File: config.mk
export PLATFORM = sky130hd
export DESIGN_NAME = seg7_encoder
export DESIGN_NICKNAME = d
export VERILOG_FILES = /design/src/rtl/seg7_encoder.sv
export SDC_FILE = /design/constraint.sdc
export NUM_CORES = 1
export LEC_CHECK = 0
export ABC_AREA = 1
export CAP_MARGIN = 20
export CORE_AREA = 3 3 56 58
export DETAILED_ROUTE_END_ITERATION = 8
export DIE_AREA = 0 0 59 61
export HOLD_SLACK_MARGIN = 0.15
export PLACE_DENSITY = 0.78
export SKIP_LAST_GASP = 1
export SYNTH_ARGS = -nofsm -noshare
export SYNTH_HDL_FRONTEND = slang
export SYNTH_SLANG_ARGS = --single-unit
File: constraint.sdc
create_clock -name clock -period 3.37 [get_ports clock]
set_clock_uncertainty 0.2 [all_clocks]
set_input_delay 1.011 -clock clock [delete_from_list [all_inputs] [get_ports clock]]
set_output_delay 1.011 -clock clock [all_outputs]
set_load 0.005 [all_outputs]
File: src/rtl/seg7_encoder.sv
// seg7_encoder: recovers the hex digit shown on an active-low 7-segment bus.
// A pattern must hold for STABLE_CYCLES edges before it is accepted. Each new
// non-blank pattern is decoded and offered downstream through a one-entry
// VALID/READY buffer.
// Optional feature macro: SEG7_ERRCNT_EN adds the saturating ERR_COUNT port.
module seg7_encoder #(
    parameter int unsigned STABLE_CYCLES = 4,
    parameter int unsigned STABLE_W      = 4
) (
    input  logic       clock,
    input  logic       resetn,
    input  logic [6:0] HEX,
    output logic [3:0] NIB,
    output logic       ERR,
    output logic       VALID,
    input  logic       READY,
    output logic       DROP
`ifdef SEG7_ERRCNT_EN
    ,
    output logic [7:0] ERR_COUNT
`endif
);

    localparam int unsigned HEX_W   = 7;
    localparam int unsigned NIB_W   = 4;
    localparam logic [HEX_W-1:0] BLANK = 7'h7F;
    localparam logic [STABLE_W-1:0] CNT_MAX    = STABLE_W'(STABLE_CYCLES);
    localparam logic [STABLE_W-1:0] CNT_ACCEPT = STABLE_W'(STABLE_CYCLES - 1);

    typedef enum logic {
        EMPTY = 1'b0,
        FULL  = 1'b1
    } buf_state_t;

    buf_state_t           state_q;
    buf_state_t           state_d;
    logic [HEX_W-1:0]     hex_q;
    logic [HEX_W-1:0]     last_acc;
    logic [STABLE_W-1:0]  cnt;
    logic                 accept_c;
    logic                 emit_c;
    logic                 load_c;
    logic                 drop_c;
    logic [NIB_W-1:0]     dec_nib_c;
    logic                 dec_err_c;

    // Exact-match decode of the a..g pattern; anything unknown is an error digit.
    function automatic logic [NIB_W:0] decode(input logic [HEX_W-1:0] pat);
        logic [NIB_W:0] res;
        res = {1'b1, 4'h0};
        case (pat)
            7'b0000001: res = {1'b0, 4'h0};
            7'b1001111: res = {1'b0, 4'h1};
            7'b0010010: res = {1'b0, 4'h2};
            7'b0000110: res = {1'b0, 4'h3};
            7'b1001100: res = {1'b0, 4'h4};
            7'b0100100: res = {1'b0, 4'h5};
            7'b0100000: res = {1'b0, 4'h6};
            7'b0001111: res = {1'b0, 4'h7};
            7'b0000000: res = {1'b0, 4'h8};
            7'b0000100: res = {1'b0, 4'h9};
            7'b0001000: res = {1'b0, 4'hA};
            7'b1100000: res = {1'b0, 4'hB};
            7'b0110001: res = {1'b0, 4'hC};
            7'b1000010: res = {1'b0, 4'hD};
            7'b0110000: res = {1'b0, 4'hE};
            7'b0111000: res = {1'b0, 4'hF};
            default:    res = {1'b1, 4'h0};
        endcase
        return res;
    endfunction

    // Decode the live bus; only used when a pattern is accepted.
    always_comb begin
        dec_nib_c = 4'h0;
        dec_err_c = 1'b0;
        {dec_err_c, dec_nib_c} = decode(HEX);
    end

    // A pattern is accepted once, on the cycle its hold count reaches the threshold.
    always_comb begin
        accept_c = 1'b0;
        emit_c   = 1'b0;
        if ((HEX == hex_q) && (cnt == CNT_ACCEPT) && (HEX != last_acc)) begin
            accept_c = 1'b1;
        end
        // Blank is tracked as a distinct pattern but never handed downstream.
        emit_c = accept_c && (HEX != BLANK);
    end

    // Stability filter: sample the bus and count edges it has held still.
    always_ff @(posedge clock or negedge resetn) begin
        if (!resetn) begin
            hex_q    <= BLANK;
            last_acc <= BLANK;
            cnt      <= '0;
        end else begin
            hex_q <= HEX;
            if (HEX != hex_q) begin
                cnt <= '0;
            end else if (cnt != CNT_MAX) begin
                cnt <= cnt + STABLE_W'(1);
            end
            if (accept_c) begin
                last_acc <= HEX;
            end
        end
    end

    // Output buffer state register.
    always_ff @(posedge clock or negedge resetn) begin
        if (!resetn) begin
            state_q <= EMPTY;
        end else begin
            state_q <= state_d;
        end
    end

    // Output buffer next state: a new digit always lands, a transfer empties.
    always_comb begin
        state_d = state_q;
        case (state_q)
            EMPTY: begin
                if (emit_c) begin
                    state_d = FULL;
                end
            end
            FULL: begin
                if (emit_c) begin
                    state_d = FULL;
                end else if (READY) begin
                    state_d = EMPTY;
                end
            end
            default: state_d = EMPTY;
        endcase
    end

    // Output buffer actions: load on every emit, flag overwrite of an unconsumed digit.
    always_comb begin
        load_c = 1'b0;
        drop_c = 1'b0;
        if (emit_c) begin
            load_c = 1'b1;
            if ((state_q == FULL) && !READY) begin
                drop_c = 1'b1;
            end
        end
    end

    // Registered digit, error qualifier and drop pulse.
    always_ff @(posedge clock or negedge resetn) begin
        if (!resetn) begin
            NIB  <= '0;
            ERR  <= 1'b0;
            DROP <= 1'b0;
        end else begin
            DROP <= drop_c;
            if (load_c) begin
                NIB <= dec_nib_c;
                ERR <= dec_err_c;
            end
        end
    end

    assign VALID = (state_q == FULL);

`ifdef SEG7_ERRCNT_EN
    // Saturating count of emitted error digits, including ones later dropped.
    always_ff @(posedge clock or negedge resetn) begin
        if (!resetn) begin
            ERR_COUNT <= '0;
        end else if (emit_c && dec_err_c && (ERR_COUNT != 8'hFF)) begin
            ERR_COUNT <= ERR_COUNT + 8'd1;
        end
    end
`endif

endmodule

Word level (Yosys, flattened, before mapping)
Index checks and enable logic that the tools add are counted.
{ "classes": {"n_bitwise": 1, "muxes": 10, "add_sub_neg": 1, "n_reduce_logical": 7, "n_eq_ne": 21} }
{ "op_table": {"columns": ["cell", "count"], "rows": [
  ["5-bit one-hot mux with 16 select lines", 1],
  ["7-bit by 6-bit equality test with 1-bit output, second input constant", 5],
  ["7-bit equality test, second input constant", 4],
  ["7-bit by 3-bit equality test with 1-bit output, second input constant", 2],
  ["7-bit by 4-bit equality test with 1-bit output, second input constant", 2],
  ["7-bit != test", 2],
  ["4-bit 2-to-1 mux", 2],
  ["7-bit by 1-bit equality test with 1-bit output, second input constant", 1],
  ["7-bit by 5-bit equality test with 1-bit output, second input constant", 1],
  ["7-bit equality test", 1],
  ["7-bit logical NOT", 1],
  ["7-bit != test, second input constant", 1],
  ["1-bit 2-to-1 mux", 6],
  ["4-bit by 1-bit adder with 4-bit output, second input constant", 1],
  ["4-bit by 2-bit equality test with 1-bit output, second input constant", 1],
  ["1-bit logical AND", 4],
  ["4-bit by 3-bit != test with 1-bit output, second input constant", 1],
  ["1-bit one-hot mux with 2 select lines", 1],
  ["2-bit nonzero test", 1],
  ["1-bit logical NOT", 1],
  ["1-bit inverter", 1]
]} }
{ "word_totals": {"inputBits": 10, "ff_bits": 25, "out_inout_bits": 7} }

Longest topological paths before layout
Gate-level depths: netlist of run 1.
{ "logic_depth": {"ltp_word": 7, "ltp_mapped": 11, "mapped_depth_nobuf": 10} }

Worst setup path before layout of run 1
Ideal clock, no wire load.
{ "synth_timing": {"kind": "input-to-reg", "start": "input port HEX[1]", "end": "register last_acc[5]", "cell_stages": 11, "t_required_ns": 3.092, "setup_time_ns": 0.078, "n_path_buf": 2, "arrival_ns": 1.935, "path_slack_ns": 1.157, "cell_sequence": "buf_4 inv_1 nand2_1 nand2_1 nor2_1 nand2_1 nor3_2 nand2_1 buf_6 nand2_1 o21ai_2"} }
{ "synth_between": {"elab_chain_len": 4} }
{ "synth_lines": {"columns": ["element", "line_no", "text"], "rows": [
  ["start, declared", "12", "input logic [6:0] HEX,"],
  ["7-bit equality test", "84", "if ((HEX == hex_q) && (cnt == CNT_ACCEPT) && (HEX != last_acc)) begin"],
  ["1-bit logical AND", "84", null],
  ["1-bit logical AND *", "84", null],
  ["1-bit 2-to-1 mux *", "84", null],
  ["end signal, assigned", "95", "last_acc <= BLANK;"],
  ["end signal, assigned", "105", "last_acc <= HEX;"],
  ["end, declared", "38", "logic [HEX_W-1:0] last_acc;"]
]} }
Mark *: on every way between the ends. The rest lies on a longest branch, timed or not.
A chain may end at the register's enable or synchronous reset.

Worst setup path after layout of run 1
{ "layout_timing": {"start": "input port HEX[4]", "end": "register last_acc[5]"} }
Same word-level chain as after synthesis.

==> results of run 1 <==
==> final cells by class <==
type / instances / area share
Multi-Input combinational cell: 168 / 0.4451
Sequential cell: 25 / 0.3620
Timing Repair Buffer: 19 / 0.1028
Inverter: 25 / 0.05282
Tap cell: 31 / 0.02183
Clock buffer: 3 / 0.01268
Clock inverter: 1 / 0.002817
==> routing by layer <==
layer	track usage	part of all wire
met1	0.2753	0.48
met2	0.3375	0.48
met3	0.03830	0.034
met4	0.03883	0.0061
met5	0	0
==> tightest hold or removal path, cell delays in order (launching register included) <==
cell     delay, ns
dfrtp_1       0.36
nand2_1       0.05
nand2_1       0.05
==> cells by family (layout without fill, tap and decap cells) <==
kind of cell	after synthesis	in the layout	share of synthesized area
compound gates	10	10	0.04956
simple gates	147	147	0.3893
fa+ha+maj	2	2	0.01598
flops	25	25	0.4109
xor+xnor	9	9	0.05036
buf+inv	29	48	0.08393
==> how the worst min path moves through the flow <==
stage / startpoint / to / depth (start not counted)
6_report: NIB[3]$_DFFE_PN0P_ / NIB[3]$_DFFE_PN0P_ / 2
2_1_floorplan: NIB[0]$_DFFE_PN0P_ / NIB[0]$_DFFE_PN0P_ / 2
3_5_place_dp: NIB[3]$_DFFE_PN0P_ / NIB[3]$_DFFE_PN0P_ / 2
5_1_grt: NIB[0]$_DFFE_PN0P_ / NIB[0]$_DFFE_PN0P_ / 2
4_1_cts: NIB[3]$_DFFE_PN0P_ / NIB[3]$_DFFE_PN0P_ / 2
3_3_place_gp: NIB[3]$_DFFE_PN0P_ / NIB[3]$_DFFE_PN0P_ / 2
==> sequential cells by signal (all words and copies together), names as in the netlist <==
| register | count |
|---|---|
| last_acc | 7 |
| hex_q | 7 |
| NIB | 4 |
| DROP | 1 |
| VALID | 1 |
| cnt | 4 |
| ERR | 1 |
==> metrics by stage <==
step	worst slack, ns	cells	cell area, sq um	power, uW	hold slack [ns]
global route	0.3719	272	1777	546.6	0.3178
finish	0.5892	272	1777	521.3	0.2855
CTS	0.5908	272	1777	525.1	0.2899
global placement	0.3143	268	1749	388.2	0.2565
detailed placement	0.2499	268	1749	388.8	0.2582
floorplan	1.157	222	1565	358.8	0.2654
==> power breakdown <==
group | internal, uW | total, uW | switching [uW]
logic | 26.5 | 73.1 | 46.6
registers | 308 | 311 | 2.37
clock network | 44.5 | 137 | 92.9
==> cell usage in the layout (no fill, tap or decap) <==
cell type,Yosys,layout
ha_1,2,2
nand3b_1,1,1
clkbuf_4,0,3
o21ai_0,1,1
nand4_1,1,1
nor2_1,33,33
a211oi_1,1,1
xor2_1,5,5
nor3_2,1,1
o21ai_2,6,6
nand2_2,1,1
dfstp_2,14,14
nor2_4,1,1
and2_1,1,1
inv_1,21,21
nor2_2,1,1
nor3_1,2,2
nand2_1,89,89
buf_4,2,3
clkdlybuf4s50_1,0,16
o31ai_1,1,1
dfrtp_1,11,11
xnor2_1,4,4
clkinv_2,0,1
a21oi_1,1,1
nand3_1,15,15
inv_2,4,4
nand4_2,1,1
==> key figures, run 1 <==
Timing
  – Slew HR: 0.6683
  – Tcrit/Tclk final: 0.8252
  – Worst Max-Slew Pin Slew: 0.4964 ns
  – Setup TNS: 0 ns
  – Fmax: 359.6 MHz
  – Final hold vios: 0
  – Fin. max-slew vios: 0
  – Final min period: 2.781 ns
  – RSZ-0062 raised after global routing: false
  – Setup violations, final: 0

Synthesis
  – Synth Register Bits: 25
  – Top area cells in the synthesized netlist: dfstp_2, nand2_1, dfrtp_1, nor2_1, inv_1
  – Cell count after synthesis: ~220
  – Yosys Warn Count: 0
  – Distinct cells, synth: 26
  – Commonest cells in the netlist: nand2_1, nor2_1, inv_1
  – Asr flop ratio synth: 1.000
  – Post-synth EDFFs: 0
  – Post-synthesis sequential area ratio: 0.4109
  – Synth Cell Area: 1565 sq um
  – Syn nets: roughly 230
  – Primary FF master, synth: dfstp_2
  – Yosys top cell by area: dfstp_2
  – Most numerous cell in the Yosys netlist: nand2_1
  – Syn_area_per_cell: ~7.1 sq um
  – Yosys top cell area share: 0.2350

Setup path
  – Worst path depth: 9
  – CP most frequent cell: nand2_1
  – RR Endpoint: last_acc[5]$_DFFE_PN1P_
  – Crit path required time: 3.42 ns
  – Crit-path max FO: 12
  – CP Launch Type: input pin
  – R2R setup slack: 1.50 ns
  – Slowest stage delay, CP: 0.60 ns
  – WP data arrival: 2.83 ns
  – Setup CP Type: input pin to register
  – WP buf/inv: 2
  – CP startpoint: HEX[4]
  – Worst Setup End Kind: register
  – Crit-path cells: clkdlybuf4s50_1 -> inv_2 -> nand2_1 -> nand2_1 -> nand3_1 -> nor3_2 -> nand2_1 -> nand2_1 -> o21ai_2
  – Slowest CP cell: clkdlybuf4s50_1
  – CP top delay family: simple AND/OR/NAND/NOR gates
  – Worst R2R Path Depth: 9
  – Crit path capture: last_acc[5]$_DFFE_PN1P_
  – RR Startpoint: hex_q[6]$_DFF_PN1_

Placement
  – Post-DP HPWL: 2379 um
  – I/O Buffers: 16
  – GP Congestion: about 0.9

Global routing
  – Initial antenna violation count: 0
  – GRT overflow: 0
  – Largest net degree at the start of global routing: 26
  – Total Routing Usage GR: 0.2018
  – Vias in the first global route: 1,250
  – First-pass GRT wire length: 5554 um

Clock tree
  – Skew-Pair Late Insertion Delay: 0.33 ns
  – Clk root buf: clkbuf_4
  – Max Root-Sink Buffers: 2
  – Hold-fix buffers, CTS: 0
  – CTS tree: built
  – Reg clk slew, reported paths: around 0.13 ns
  – Post-CTS setup buffers: 0
  – H-tree depth: 1
  – Clock Sinks: 25
  – Post-CTS Resized: 0
  – Num CTS Buffers: 3

Routing
  – Drt total wl: 3138 um
  – Wire per inst: between 10 and 15 um
  – Initial drt markers: 64
  – DR vias/cell: around 5.0
  – First drt pass iteration count: 4
  – Residual DRC: 0
  – Post-route ant nets: 0
  – Vias: 1,352

Floorplan
  – Die width: 59 um
  – I/O Pins: 17
  – Row count: 19
  – Die area: approximately 3600 sq um
  – Core Box Area: approximately 2700 sq um
  – DIE HEIGHT: 61 um
  – Starting Density: 0.5776

Power
  – Max VDD drop: about 0.37 mV
  – Pwr Density: ~300 nW/um^2
  – Lkg Pwr: 0.0009305 uW

Worst hold path
  – HP Class: register to register

Layout
  – Filler cells: 266
  – Multi-input logic area: 790.8 sq um
  – Layout cells sized above 1: 0.1494
  – Fin util: 0.6556
  – Inserted Diodes: 0
  – Net count, final: 254
  – Area Overhead vs Synth: 13.51%
  – Register area: approximately 640 sq um

Job
  – Max-Cap Viols: 0

Outcome
  – Outcome: finished, final reports clean
No activity file was read; power rests on OpenSTA's default activity.
==> inputs of run 2 (changes only) <==
--- a/config.mk
+++ b/config.mk
@@ -7,11 +7,11 @@
 export LEC_CHECK = 0
 export ABC_AREA = 1
 export CAP_MARGIN = 20
-export CORE_AREA = 3 3 56 58
+export CORE_AREA = 3 3 60 62
 export DETAILED_ROUTE_END_ITERATION = 8
-export DIE_AREA = 0 0 59 61
+export DIE_AREA = 0 0 63 65
 export HOLD_SLACK_MARGIN = 0.15
-export PLACE_DENSITY = 0.78
+export PLACE_DENSITY = 0.72
 export SKIP_LAST_GASP = 1
 export SYNTH_ARGS = -nofsm -noshare
 export SYNTH_HDL_FRONTEND = slang
==> constraint.sdc (replaced) <==
create_clock -name clock -period 2.4 [get_ports clock]
set_clock_uncertainty 0.2 [all_clocks]
set_input_delay 0.72 -clock clock [delete_from_list [all_inputs] [get_ports clock]]
set_output_delay 0.72 -clock clock [all_outputs]
set_load 0.005 [all_outputs]
==> run 2 against run 1 <==
Compared with the run above:
- critical path depth grew 3
- power is 45% higher
- first-iteration DRC count is the same
- final cell count grew 14%
- sequential power up 41%
- combinational power rose by 75%
- die area rose by 14%
- core utilization is 0.97 points lower
- largest cell class unchanged
==> key figures, run 2 (synthesis gave the netlist of run 1 again) <==
Clock tree
  – Hold-fix buffers, CTS: 0
  – Num CTS Buffers: 3
  – Skew-Pair Late Insertion Delay: 0.32 ns
  – CTS tree: built
  – Reg clk slew, reported paths: approximately 0.14 ns
  – Post-CTS setup buffers: 0
  – Clk root buf: clkbuf_4
  – Post-CTS Resized: 0
  – Clock Sinks: 25
  – Max Root-Sink Buffers: 2
  – H-tree depth: 1

Global routing
  – First-pass GRT wire length: around 5800 um
  – Initial antenna violation count: 0
  – Total Routing Usage GR: 0.1763
  – Largest net degree at the start of global routing: 26
  – GRT overflow: 0
  – Vias in the first global route: between 1k and 1.5k

Setup path
  – WP buf/inv: 3
  – CP most frequent cell: nand2_1
  – WP data arrival: about 2.3 ns
  – Crit-path max FO: 7
  – CP top delay family: buffers and inverters
  – Worst Setup End Kind: register
  – Crit path required time: 2.47 ns
  – Slowest CP cell: clkdlybuf4s50_1
  – Crit-path cells: clkdlybuf4s50_1 -> inv_2 -> buf_4 -> nand2_2 -> nor2_1 -> nand2_1 -> nand2_1 -> nor2_1 -> nand2_1 -> nor2_1 -> nand3_1 -> nand2_1
  – Setup CP Type: input pin to register
  – CP Launch Type: input pin
  – Slowest stage delay, CP: 0.57 ns

Routing
  – DR vias/cell: 4.585
  – Post-route ant nets: 0
  – Drt total wl: between 3000 and 4000 um
  – Residual DRC: 0
  – Vias: 1,426
  – Initial drt markers: 64
  – Wire per inst: just over 10 um
  – First drt pass iteration count: 4

Job
  – Max-Cap Viols: 0

Power
  – Lkg Pwr: between 0.001 and 0.0015 uW
  – Pwr Density: 380.8 nW/um^2
  – Max VDD drop: 0.2074 mV
  – Total power: 757.1 uW

Placement
  – Post-DP HPWL: 2607 um
  – I/O Buffers: 16
  – GP Congestion: 0.9585
  – Placed Cells: 307

Timing
  – Fin. max-slew vios: 0
  – Final hold vios: 0
  – Hold_ws: 0.2900 ns
  – Setup violations, final: 0
  – Final min period: 2.193 ns
  – RSZ-0062 raised after global routing: false
  – Worst Max-Slew Pin Slew: 0.3143 ns
  – Tcrit/Tclk final: 0.9138
  – Fmax: 456.0 MHz
  – Slew HR: 0.7905

Floorplan
  – Die area: around 4000 sq um
  – Die width: 63 um
  – DIE HEIGHT: approximately 65 um
  – I/O Pins: 17
  – Core Box Area: approximately 3000 sq um
  – Row count: 20
  – Starting Density: 0.5085

Outcome
  – Outcome: finished, final reports clean

Layout
  – Commonest non-fill, non-tap cells in the layout: nand2_1, nor2_1, buf_4
  – Area Overhead vs Synth: 27.02%
  – Layout cells sized above 1: 0.2322
  – Net count, final: between 200 and 300
  – Inserted Diodes: 0
  – Filler cells: 294
  – Commonest non-fill, non-tap cell in the layout: nand2_1
  – Fin cells: 311
  – Top Registers: hex_q x7, last_acc x7

Worst hold path
  – HP Class: register to register
run 2: cell types whose count changed in the layout (fill, tap and decap cells not counted):
cell / before / now
buf_4: 3 / 29
run 2: metal layers:
metal | track usage | wire, um | up-vias
met5 | 0 | 0 | -
met4 | 0.04132 | 28 | 0
met3 | 0.03986 | 165 | 4
met2 | 0.2833 | 1407 | 33
met1 | 0.2410 | 1580 | 620
li1 | - | - | 769
run 2: path summary, 6_finish.rpt:
check,start,end,slack [ns],depth (start not counted)
max in group asynchronous,resetn,hex_q[0]$_DFF_PN1_,1.17,2
max,HEX[0],ERR$_DFFE_PN0P_,0.21,12
max reg2reg,hex_q[6]$_DFF_PN1_,NIB[0]$_DFFE_PN0P_,0.61,9
min,NIB[3]$_DFFE_PN0P_,NIB[3]$_DFFE_PN0P_,0.29,2
min reg2reg,NIB[3]$_DFFE_PN0P_,NIB[3]$_DFFE_PN0P_,0.29,2
min in group asynchronous,resetn,cnt[3]$_DFFE_PN0P_,0.54,2
run 2: worst register-to-register path: stages, from the launching register on:
cell	delay [ns]
dfstp_2	0.56
inv_1	0.03
nand2_1	0.04
nand2_1	0.10
nor2_1	0.12
nand2_1	0.10
nor3_2	0.14
nand3_1	0.24
nand2_1	0.12
nand2_1	0.05
run 2: report_power, final:
group          switching [uW]  internal (uW)  leakage [uW]
combinational            69.1           59.1      0.000735
clock                     130           62.4     0.0000177
sequential               3.51            433      0.000300
total                     203            554       0.00105
run 2: through the flow:
stage                     worst slack, ns    util  area, sq um  setup TNS [ns]
after floorplan                    0.4780       -         1565               0
after global placement            -0.1272  0.6370         1961          -1.567
after detailed placement          -0.1363  0.6370         1961          -1.650
after CTS                          0.2117  0.6459         1988               0
after global routing              0.04198  0.6459         1988               0
final                              0.2068  0.6459         1988               0
run 2: cell type report:
type / count / area (sq um) / area share
Sequential cell: 25 / 643.1 / 0.3235
Clock buffer: 3 / 22.52 / 0.01133
Tap cell: 44 / 55.05 / 0.02769
Clock inverter: 1 / 5.005 / 0.002517
Multi-Input combinational cell: 168 / 790.8 / 0.3977
Inverter: 25 / 93.84 / 0.04720
Timing Repair Buffer: 45 / 377.9 / 0.1901
==> inputs of run 3 (changes only) <==
--- a/config.mk
+++ b/config.mk
@@ -7,11 +7,11 @@
 export LEC_CHECK = 0
 export ABC_AREA = 1
 export CAP_MARGIN = 20
-export CORE_AREA = 3 3 60 62
+export CORE_AREA = 3 3 77 79
 export DETAILED_ROUTE_END_ITERATION = 8
-export DIE_AREA = 0 0 63 65
+export DIE_AREA = 0 0 80 82
 export HOLD_SLACK_MARGIN = 0.15
-export PLACE_DENSITY = 0.72
+export PLACE_DENSITY = 0.46
 export SKIP_LAST_GASP = 1
 export SYNTH_ARGS = -nofsm -noshare
 export SYNTH_HDL_FRONTEND = slang
==> run 3 against run 2 <==
Compared with the run above:
- power increased by 11%
- combinational power grew 6%
- die area rose by 60%
- final cell count is 11% higher
- critical path type unchanged
- critical endpoint is now last_acc[2]$_DFFE_PN1P_
- largest power group unchanged
==> key figures, run 3 (synthesis gave the netlist of run 1 again) <==
Placement
  – I/O Buffers: 16
  – GP Congestion: 0.8468
  – Post-Place Worst Slack: -0.1827 ns
  – Post-DP HPWL: between 2000 and 3000 um

Timing
  – Hold_ws: 0.2779 ns
  – Setup TNS: 0 ns
  – Tcrit/Tclk final: 0.9240
  – Fin. max-slew vios: 0
  – Slew HR: 0.7655
  – Final hold vios: 0
  – Final min period: 2.218 ns
  – Worst Max-Slew Pin Slew: between 0.3 and 0.4 ns
  – RSZ-0062 raised after global routing: false
  – Setup slack after layout: 0.1824 ns
  – Fmax: 450.9 MHz
  – Setup violations, final: 0

Floorplan
  – Die width: ~80 um
  – Row count: 27
  – Starting Density: 0.2896
  – Die area: roughly 6600 sq um
  – DIE HEIGHT: 82 um
  – Core Box Area: 5405 sq um
  – I/O Pins: 17

Worst hold path
  – Hold Path Stages: 2
  – Hold Path Origin: NIB[2]$_DFFE_PN0P_
  – HP Class: register to register
  – Hold Path Sink: NIB[2]$_DFFE_PN0P_

Setup path
  – RR Endpoint: NIB[1]$_DFFE_PN0P_
  – Worst Setup End Kind: register
  – Crit-path max FO: 7
  – RR Startpoint: hex_q[4]$_DFF_PN1_
  – Slowest CP cell: clkdlybuf4s50_1
  – CP top delay family: buffers and inverters
  – Crit path required time: 2.41 ns
  – WP buf/inv: 2
  – Worst R2R Path Depth: 8
  – Setup CP Type: input pin to register
  – CP most frequent cell: nor2_1
  – WP data arrival: 2.22 ns
  – Slowest stage delay, CP: 0.49 ns
  – Crit-path cells: clkdlybuf4s50_1 -> buf_4 -> xor2_1 -> nor2_1 -> nand2_1 -> nor2_1 -> nor2_4 -> o21ai_0
  – CP Launch Type: input pin
  – R2R setup slack: 0.67 ns

Routing
  – Post-route ant nets: 0
  – DR vias/cell: approximately 4.2
  – Residual DRC: 0
  – Wire per inst: 10.84 um
  – Drt total wl: 3752 um
  – Initial drt markers: 45
  – Vias: between 1k and 1.5k
  – First drt pass iteration count: 4

Power
  – Max VDD drop: roughly 0.26 mV
  – Pwr Density: 395.5 nW/um^2
  – Total power: 836.8 uW
  – Lkg Pwr: 0.001135 uW

Clock tree
  – Clk root buf: clkbuf_8
  – Reg clk slew, reported paths: 0.10 ns
  – Post-CTS Resized: 0
  – CTS tree: built
  – Hold-fix buffers, CTS: 0
  – Max Root-Sink Buffers: 2
  – Post-CTS setup buffers: 0
  – Skew-Pair Late Insertion Delay: 0.28 ns
  – Num CTS Buffers: 3
  – H-tree depth: 1
  – Clock Sinks: 25

Job
  – Max-Cap Viols: 0

Global routing
  – Total Routing Usage GR: 0.1297
  – GRT overflow: 0
  – First-pass GRT wire length: approximately 6600 um
  – Largest net degree at the start of global routing: 26
  – Vias in the first global route: 1,484
  – Initial antenna violation count: 0

Layout
  – Commonest non-fill, non-tap cells in the layout: nand2_1, buf_4, nor2_1
  – Commonest non-fill, non-tap cell in the layout: nand2_1
  – Layout cells sized above 1: 0.2482
  – Inserted Diodes: 0
  – Fin util: 0.3914
  – Top Registers: hex_q x7, last_acc x7
  – Net count, final: between 200 and 300
  – Area Overhead vs Synth: 35.17%

Outcome
  – Outcome: finished, final reports clean
## run 3: how the worst max path moves through the flow
| stage | startpoint | to | slack (ns) | cells past startpoint |
|---|---|---|---|---|
| floorplan | HEX[1] | last_acc[5]$_DFFE_PN1P_ | 0.48 | 11 |
| global placement | HEX[2] | NIB[2]$_DFFE_PN0P_ | -0.19 | 10 |
| detailed placement | HEX[2] | NIB[2]$_DFFE_PN0P_ | -0.18 | 10 |
| CTS | HEX[2] | last_acc[2]$_DFFE_PN1P_ | 0.12 | 9 |
| global route | HEX[5] | NIB[0]$_DFFE_PN0P_ | 0.02 | 11 |
| finish | HEX[6] | last_acc[2]$_DFFE_PN1P_ | 0.18 | 8 |
## run 3: power by group
part / total, uW / switching, uW / internal (uW)
logic: 136 / 72.0 / 64.5
registers: 436 / 3.59 / 433
clock network: 264 / 145 / 119
total: 837 / 221 / 616
## run 3: metal layers
metal,share of wire,GRT usage,vias to the layer above,wire [um]
li1,-,-,782,-
met1,0.48,0.1616,651,1787
met2,0.47,0.2210,21,1760
met3,0.035,0.03070,8,132
met4,0.019,0.04223,0,72
met5,0,0,-,0
## run 3: worst register-to-register path: cells and delay by family (launching register included)
kind / cells / cell delay (ns)
AND/OR/NAND/NOR: 7 / 0.73
flip-flops: 1 / 0.54
buffers and inverters: 1 / 0.17
## run 3: metrics by stage
| stage | std cells | area, sq um |
|---|---|---|
| after global routing | 346 | 2116 |
| after detailed placement | 342 | 2061 |
| final | 346 | 2116 |
| after floorplan | 222 | 1565 |
| after CTS | 346 | 2106 |
| after global placement | 342 | 2061 |
## run 3: final cells by class
class	count	area (sq um)
tap	72	90.09
clock buffer	4	45.04
fill	595	3289
inverter	25	93.84
sequential	25	643.1
timing repair buffer	52	452.9
multi-input combinational	168	790.8
